`config.mk`:
```
export PLATFORM = sky130hd
export DESIGN_NAME = mmu_arbiter
export DESIGN_NICKNAME = d
export VERILOG_FILES = /design/src/rtl/mmu_arbiter_pkg.sv /design/src/rtl/mmu_arbiter_rr_arbiter2.sv /design/src/rtl/mmu_arbiter.sv
export SDC_FILE = /design/constraint.sdc
export NUM_CORES = 1
export LEC_CHECK = 0
export ABC_AREA = 1
export BUFFER_PORTS_ARGS = -buffer_cell sky130_fd_sc_hd__buf_2
export CAP_MARGIN = 20
export CORE_AREA = 10 10 231 233
export CTS_BUF_LIST = sky130_fd_sc_hd__clkbuf_4
export CTS_CLUSTER_SIZE = 20
export DETAILED_ROUTE_END_ITERATION = 8
export DIE_AREA = 0 0 241 243
export PLACE_DENSITY_LB_ADDON = 0.3
export SYNTH_ARGS = -nofsm -noshare
export SYNTH_HDL_FRONTEND = slang
export SYNTH_SLANG_ARGS = --single-unit
```
`constraint.sdc`:
```
create_clock -name clk -period 7.45 [get_ports clk]
set_clock_uncertainty 0.2 [all_clocks]
set_input_delay 0.745 -clock clk [delete_from_list [all_inputs] [get_ports clk]]
set_output_delay 0.745 -clock clk [all_outputs]
set_load 0.05 [all_outputs]
```
`src/rtl/mmu_arbiter_pkg.sv`:
```
// mmu_arbiter_pkg: shared cbus transaction types and arbiter state/owner encodings
package mmu_arbiter_pkg;

    localparam int ADDR_W = 64;
    localparam int DATA_W = 64;
    localparam int STRB_W = DATA_W / 8;

    typedef struct packed {
        logic              valid;
        logic [ADDR_W-1:0] addr;
        logic [2:0]        size;
        logic [DATA_W-1:0] data;
        logic [STRB_W-1:0] strobe;
        logic              is_write;
    } cbus_req_t;

    typedef struct packed {
        logic              ready;
        logic [DATA_W-1:0] data;
    } cbus_resp_t;

    typedef enum logic [1:0] {
        ARB_IDLE,
        ARB_BUSY,
        ARB_RESP
    } arb_state_t;

    typedef enum logic {
        OWN_I,
        OWN_D
    } arb_owner_t;

endpackage

```
`src/rtl/mmu_arbiter_rr_arbiter2.sv`:
```
// rr_arbiter2: two-way I/D picker with last-grant memory and optional fixed D priority
module rr_arbiter2
    import mmu_arbiter_pkg::*;
#(
    parameter bit DATA_PRIORITY = 1'b0
) (
    input  logic       clk,
    input  logic       reset,
    input  logic       req_i,
    input  logic       req_d,
    input  logic       advance,
    output arb_owner_t grant
);

    arb_owner_t last_q;

    // A tie goes to D under fixed priority, otherwise to whoever was not served last
    always_comb begin
        grant = (req_i && req_d) ? ((DATA_PRIORITY || last_q == OWN_I) ? OWN_D : OWN_I)
                                 : (req_d ? OWN_D : OWN_I);
    end

    // Last grant starts at D so the first tie after reset goes to I
    always_ff @(posedge clk or posedge reset) begin
        if (reset)
            last_q <= OWN_D;
        else if (advance)
            last_q <= grant;
    end

endmodule

```
`src/rtl/mmu_arbiter.sv`:
```
// mmu_arbiter: serialises instruction and data cbus requests onto one translating MMU
module mmu_arbiter
    import mmu_arbiter_pkg::*;
#(
    parameter bit DATA_PRIORITY = 1'b0
) (
    input  logic       clk,
    input  logic       reset,
    input  cbus_req_t  ireq,
    output cbus_resp_t iresp,
    input  cbus_req_t  dreq,
    output cbus_resp_t dresp,
    output logic       mmu_req_valid,
    output cbus_req_t  mmu_vreq,
    input  logic       mmu_ok,
    input  cbus_resp_t mmu_presp
);

    arb_state_t        state_q, state_d;
    arb_owner_t        owner_q, grant;
    logic [DATA_W-1:0] data_q;
    logic              start;
    logic              presp_unused;

    assign start        = (state_q == ARB_IDLE) && (ireq.valid || dreq.valid);
    assign presp_unused = mmu_presp.ready;

    rr_arbiter2 #(.DATA_PRIORITY(DATA_PRIORITY)) u_rr (
        .clk     (clk),
        .reset   (reset),
        .req_i   (ireq.valid),
        .req_d   (dreq.valid),
        .advance (start),
        .grant   (grant)
    );

    // Next state and outputs; responses are driven only in the owner's RESP cycle
    always_comb begin
        state_d       = (state_q == ARB_IDLE) ? (start ? ARB_BUSY : ARB_IDLE)
                      : (state_q == ARB_BUSY) ? (mmu_ok ? ARB_RESP : ARB_BUSY)
                      : ARB_IDLE;
        mmu_req_valid = (state_q == ARB_BUSY);
        iresp         = '0;
        dresp         = '0;
        if (state_q == ARB_RESP && owner_q == OWN_I)
            iresp = '{ready: 1'b1, data: data_q};
        if (state_q == ARB_RESP && owner_q == OWN_D)
            dresp = '{ready: 1'b1, data: data_q};
    end

    // State, winning request and MMU read data; reset drops any in-flight transaction
    always_ff @(posedge clk or posedge reset) begin
        if (reset) begin
            state_q  <= ARB_IDLE;
            owner_q  <= OWN_I;
            mmu_vreq <= '0;
            data_q   <= '0;
        end else begin
            state_q <= state_d;
            if (start) begin
                owner_q  <= grant;
                mmu_vreq <= (grant == OWN_D) ? dreq : ireq;
            end
            if (state_q == ARB_BUSY && mmu_ok)
                data_q <= mmu_presp.data;
        end
    end

endmodule

```
==> results <==
- From synthesis to final layout, the design area changed by 62.8%.
- The first detailed-routing pass took 7 iterations.
- The critical path launch point type is a flop.
- The share of the synthesized area in the top cell type is 45.7%.
- The total area of sequential cells is 5230 µm².
- The worst reg2reg path depth is 7.
- At the end of routability-driven placement, the weighted congestion stood at 0.875.
- The biggest area contributor in the post-synthesis netlist is sky130_fd_sc_hd__dfrtp_1.
- The hold violation count in the final report is 0.
- After clock tree synthesis, the repair step resized 0 gates.
- The data arrival time of the worst path is 4260 ps.
- Global routing consumed, over all layers together, 16.4% of the routing resources.
- The number of buffers and inverters on the critical path is 2.
- Setup repair after global routing left no endpoint under its margin.
- The initial antenna violation count is 7.
- The overall via count from detail_route is 13,865.
- The die covers 58,600 µm².
- Clock tree synthesis found a total of 209 sinks.
- Cells fill 38.1% of the core in the end.
- The tree is rooted in a sky130_fd_sc_hd__clkbuf_4.
- The worst slack after detailed placement is 3510 ps.
- The vias per cell is 4.27.
- At the worst endpoint, the required time is 7880 ps.
- STA classifies the critical path endpoint as a flop.
- The clock latency of the later-clocked register in the worst-skew pair is 730 ps.
- The worst ir drop on vdd is 0.276 mV.
- The global-route wire length before repair is 77,000 µm.
- The worst path needs 3830 ps of the cycle, external delays included.
- The stage delay of the slowest cell on the critical path is 960 ps.
- In this run the count of I/O pins placed on the die edge is 622.
- The number of clock buffers added by TritonCTS is 69.
- The number of fillers in the final layout is 5,117.
- The final setup violation count is 0.
- In the post-synthesis netlist, the biggest area contributors are sky130_fd_sc_hd__dfrtp_1 (46%), sky130_fd_sc_hd__nand2_1 (20%), sky130_fd_sc_hd__nand3_1 (12%).
- The CTS tree is built.
- The die outline width is 241 µm.
- For this design, the slowest cell found on the critical path is sky130_fd_sc_hd__nand2_4.
- The worst hold path terminates at mmu_vreq[83].
- The H-tree generated during clock tree synthesis spans 3 levels.
- Across the run, the number of max-cap violations was 0.
- The per-instance average area after synthesis is 6.69 µm².
- The classification of the worst setup path is flop to flop.
- Among cell families on the critical path, the largest total delay comes from simple AND/OR/NAND/NOR gates.
- The worst setup slack after layout is 3620 ps.
- The slew at the pin closest to its max-slew limit is 1050 ps.
- The DRC violation count after routing is 0.
- The number of max-slew violations in the final report is 0.
- The number of synthesis warnings is 0.
- The start point of the worst hold path is dreq[83].
- For this run, the post-layout net count is 2,927.
- The number of distinct library cells after synthesis is 16.
- After routing, the total negative slack on setup checks comes to 0 ps.
- The summed instance area of the synthesized netlist is 11,400 µm².
- The count of routing violations after the opening detailed-route iteration is 778.
- The core area is 48,600 µm².
- The worst hold-check slack is 139 ps.
- Traced cell by cell, the critical path runs through nand2_4 -> nand2_4 -> buf_4 -> nand2_1 -> nand3_1 -> dlygate4sd3_1 -> nand2_1.
- The synthesis-stage register bit count is 209.
- The die outline height is 243 µm.
- In the final routed layout, each cell accounts on average for 15.3 µm.
- The number of rows created at floorplan is 81.
- The headroom to the max-slew limit is 29.9%.
- In the final layout, the multi-input gates occupy 4300 µm².
- The estimated wirelength of the detail-placed design is 34,000 µm.
- Cells with a size suffix above 1 make up 28.7% of the layout.
- The worst register-to-register path has a setup slack of 3620 ps.
- The clock edge transition at the registers on the reported setup and hold paths is 60 ps.
- The share of synthesized area occupied by flip-flops and latches is 46.0%.
- The longest clock path from root to sink contains 3 buffers.
- Global routing finished with a remaining overflow of 0.
- The hold path depth is 5.
- Synthesis handed over a netlist of 1,701 instances.
- The worst hold path belongs to the class primary input to flop.
- The endpoint of the worst register-to-register path is mmu_vreq[18].
- Timing would allow up to 261 MHz.
- The ratio of final minimum period to clock period is 51.5%.
- The post-route antenna net violation count is 0.
- The starting density of the core is 23.4%.
- For this design the static power due to leakage is 11.2 nW.
- Of all nets on the critical path, the largest fanout is 86.
- The via count of the first global-routing pass is 14,238.
- The number of nets handed over by synthesis was 2,051.
- The total length of routed wires is 49,800 µm.
- Input and output buffers added on the ports amount to 620.
- Entering global routing, the biggest net connects 112 pins.
- The power density over the cells is 394 nW/µm².
- The launching point of the worst reg2reg path is u_rr.last_q.
- The run finished with clean final reports.
[synth_stat cells]
| library cell | count |
|---|---|
| sky130_fd_sc_hd__buf_1 | 1 |
| sky130_fd_sc_hd__buf_2 | 66 |
| sky130_fd_sc_hd__buf_4 | 21 |
| sky130_fd_sc_hd__clkbuf_1 | 16 |
| sky130_fd_sc_hd__dfrtp_1 | 208 |
| sky130_fd_sc_hd__dfstp_2 | 1 |
| sky130_fd_sc_hd__inv_1 | 352 |
| sky130_fd_sc_hd__inv_2 | 1 |
| sky130_fd_sc_hd__nand2_1 | 619 |
| sky130_fd_sc_hd__nand3_1 | 282 |
| sky130_fd_sc_hd__nand4_1 | 1 |
| sky130_fd_sc_hd__nor2_1 | 128 |
| sky130_fd_sc_hd__nor2_4 | 1 |
| sky130_fd_sc_hd__nor2_8 | 1 |
| sky130_fd_sc_hd__o21ai_0 | 2 |
| sky130_fd_sc_hd__or2_2 | 1 |
[per-stage QoR]
| step | power [mW] | instances | area (µm²) |
|---|---|---|---|
| after floorplan | 4.79 | 1701 | 11400 |
| after global placement | 5.76 | 2849 | 14800 |
| after detailed placement | 5.80 | 2849 | 14800 |
| after CTS | 7.38 | 3242 | 18500 |
| after global routing | 7.80 | 3248 | 18500 |
| final | 7.30 | 3250 | 18500 |
[logic make-up (layout without fill, tap and decap cells)]
| group | count (synthesis) | after routing | synth area share (%) |
|---|---|---|---|
| buf+inv | 457 | 1377 | 16.5 |
| simple gates | 1033 | 1033 | 37.4 |
| flops | 209 | 209 | 46.0 |
| compound gates | 2 | 2 | 0.0880 |
| other cells | 0 | 7 | 0 |
[how the worst max path moves through the flow]
stage	slack (ps)	end	start	cells past startpoint
after global placement	3510	mmu_vreq[78]	dreq[140]	7
final	3620	mmu_vreq[18]	u_rr.last_q	7
after floorplan	800	data_q[0]	reset	1
after detailed placement	3510	mmu_vreq[78]	dreq[140]	7
after CTS	3590	mmu_vreq[18]	u_rr.last_q	7
after global routing	3370	mmu_vreq[113]	u_rr.last_q	7
[flip-flops by register name, indices dropped and copies added, names as in the netlist]
name,count
data_q,64
mmu_vreq,141
owner_q,1
state_q,2
u_rr.last_q,1
[cell usage in the layout, fill, tap and decap left out, types with 3 or more instances in the layout]
| cell type | instances |
|---|---|
| sky130_fd_sc_hd__buf_2 | 619 |
| sky130_fd_sc_hd__buf_4 | 10 |
| sky130_fd_sc_hd__clkbuf_4 | 103 |
| sky130_fd_sc_hd__clkinv_1 | 7 |
| sky130_fd_sc_hd__dfrtp_1 | 208 |
| sky130_fd_sc_hd__diode_2 | 7 |
| sky130_fd_sc_hd__dlygate4sd3_1 | 278 |
| sky130_fd_sc_hd__inv_1 | 350 |
| sky130_fd_sc_hd__inv_2 | 3 |
| sky130_fd_sc_hd__nand2_1 | 616 |
| sky130_fd_sc_hd__nand3_1 | 280 |
| sky130_fd_sc_hd__nor2_1 | 128 |
[worst min-delay path, cell delays in order]
cell                      delay [ps]
sky130_fd_sc_hd__buf_2            70
sky130_fd_sc_hd__inv_1            30
sky130_fd_sc_hd__nand3_1          70
sky130_fd_sc_hd__nand3_1          70
sky130_fd_sc_hd__nand2_1          60
[power by group]
group	leakage, nW	switching, mW	total, mW	internal (mW)
Clock	0.526	0.547	1.24	0.693
Sequential	2.55	0.294	2.00	1.70
Combinational	8.14	3.02	4.07	1.05
Total	11.2	3.86	7.30	3.45
[what timing repair did]
item,in CTS,in global routing
endpoints found under the hold margin,294,0
setup buffers,0,0
hold buffers,278,0
[cell type report]
cell class | instances | area share, %
timing repair buffer | 909 | 32.4
sequential | 209 | 28.2
multi-input combinational | 1035 | 23.2
inverter | 353 | 7.21
tap | 622 | 4.20
clock buffer | 103 | 4.17
clock inverter | 12 | 0.534
antenna | 7 | 0.0945
[routing by layer]
layer | GRT usage (%) | vias to the layer above | wire length (µm)
met5 | 0 | - | 13
met4 | 7.88 | 2 | 1690
met3 | 5.86 | 98 | 4910
met2 | 27.9 | 567 | 24500
met1 | 17.8 | 6416 | 18700
li1 | - | 6782 | -
Note: power is estimated with default switching activity, not from simulation.
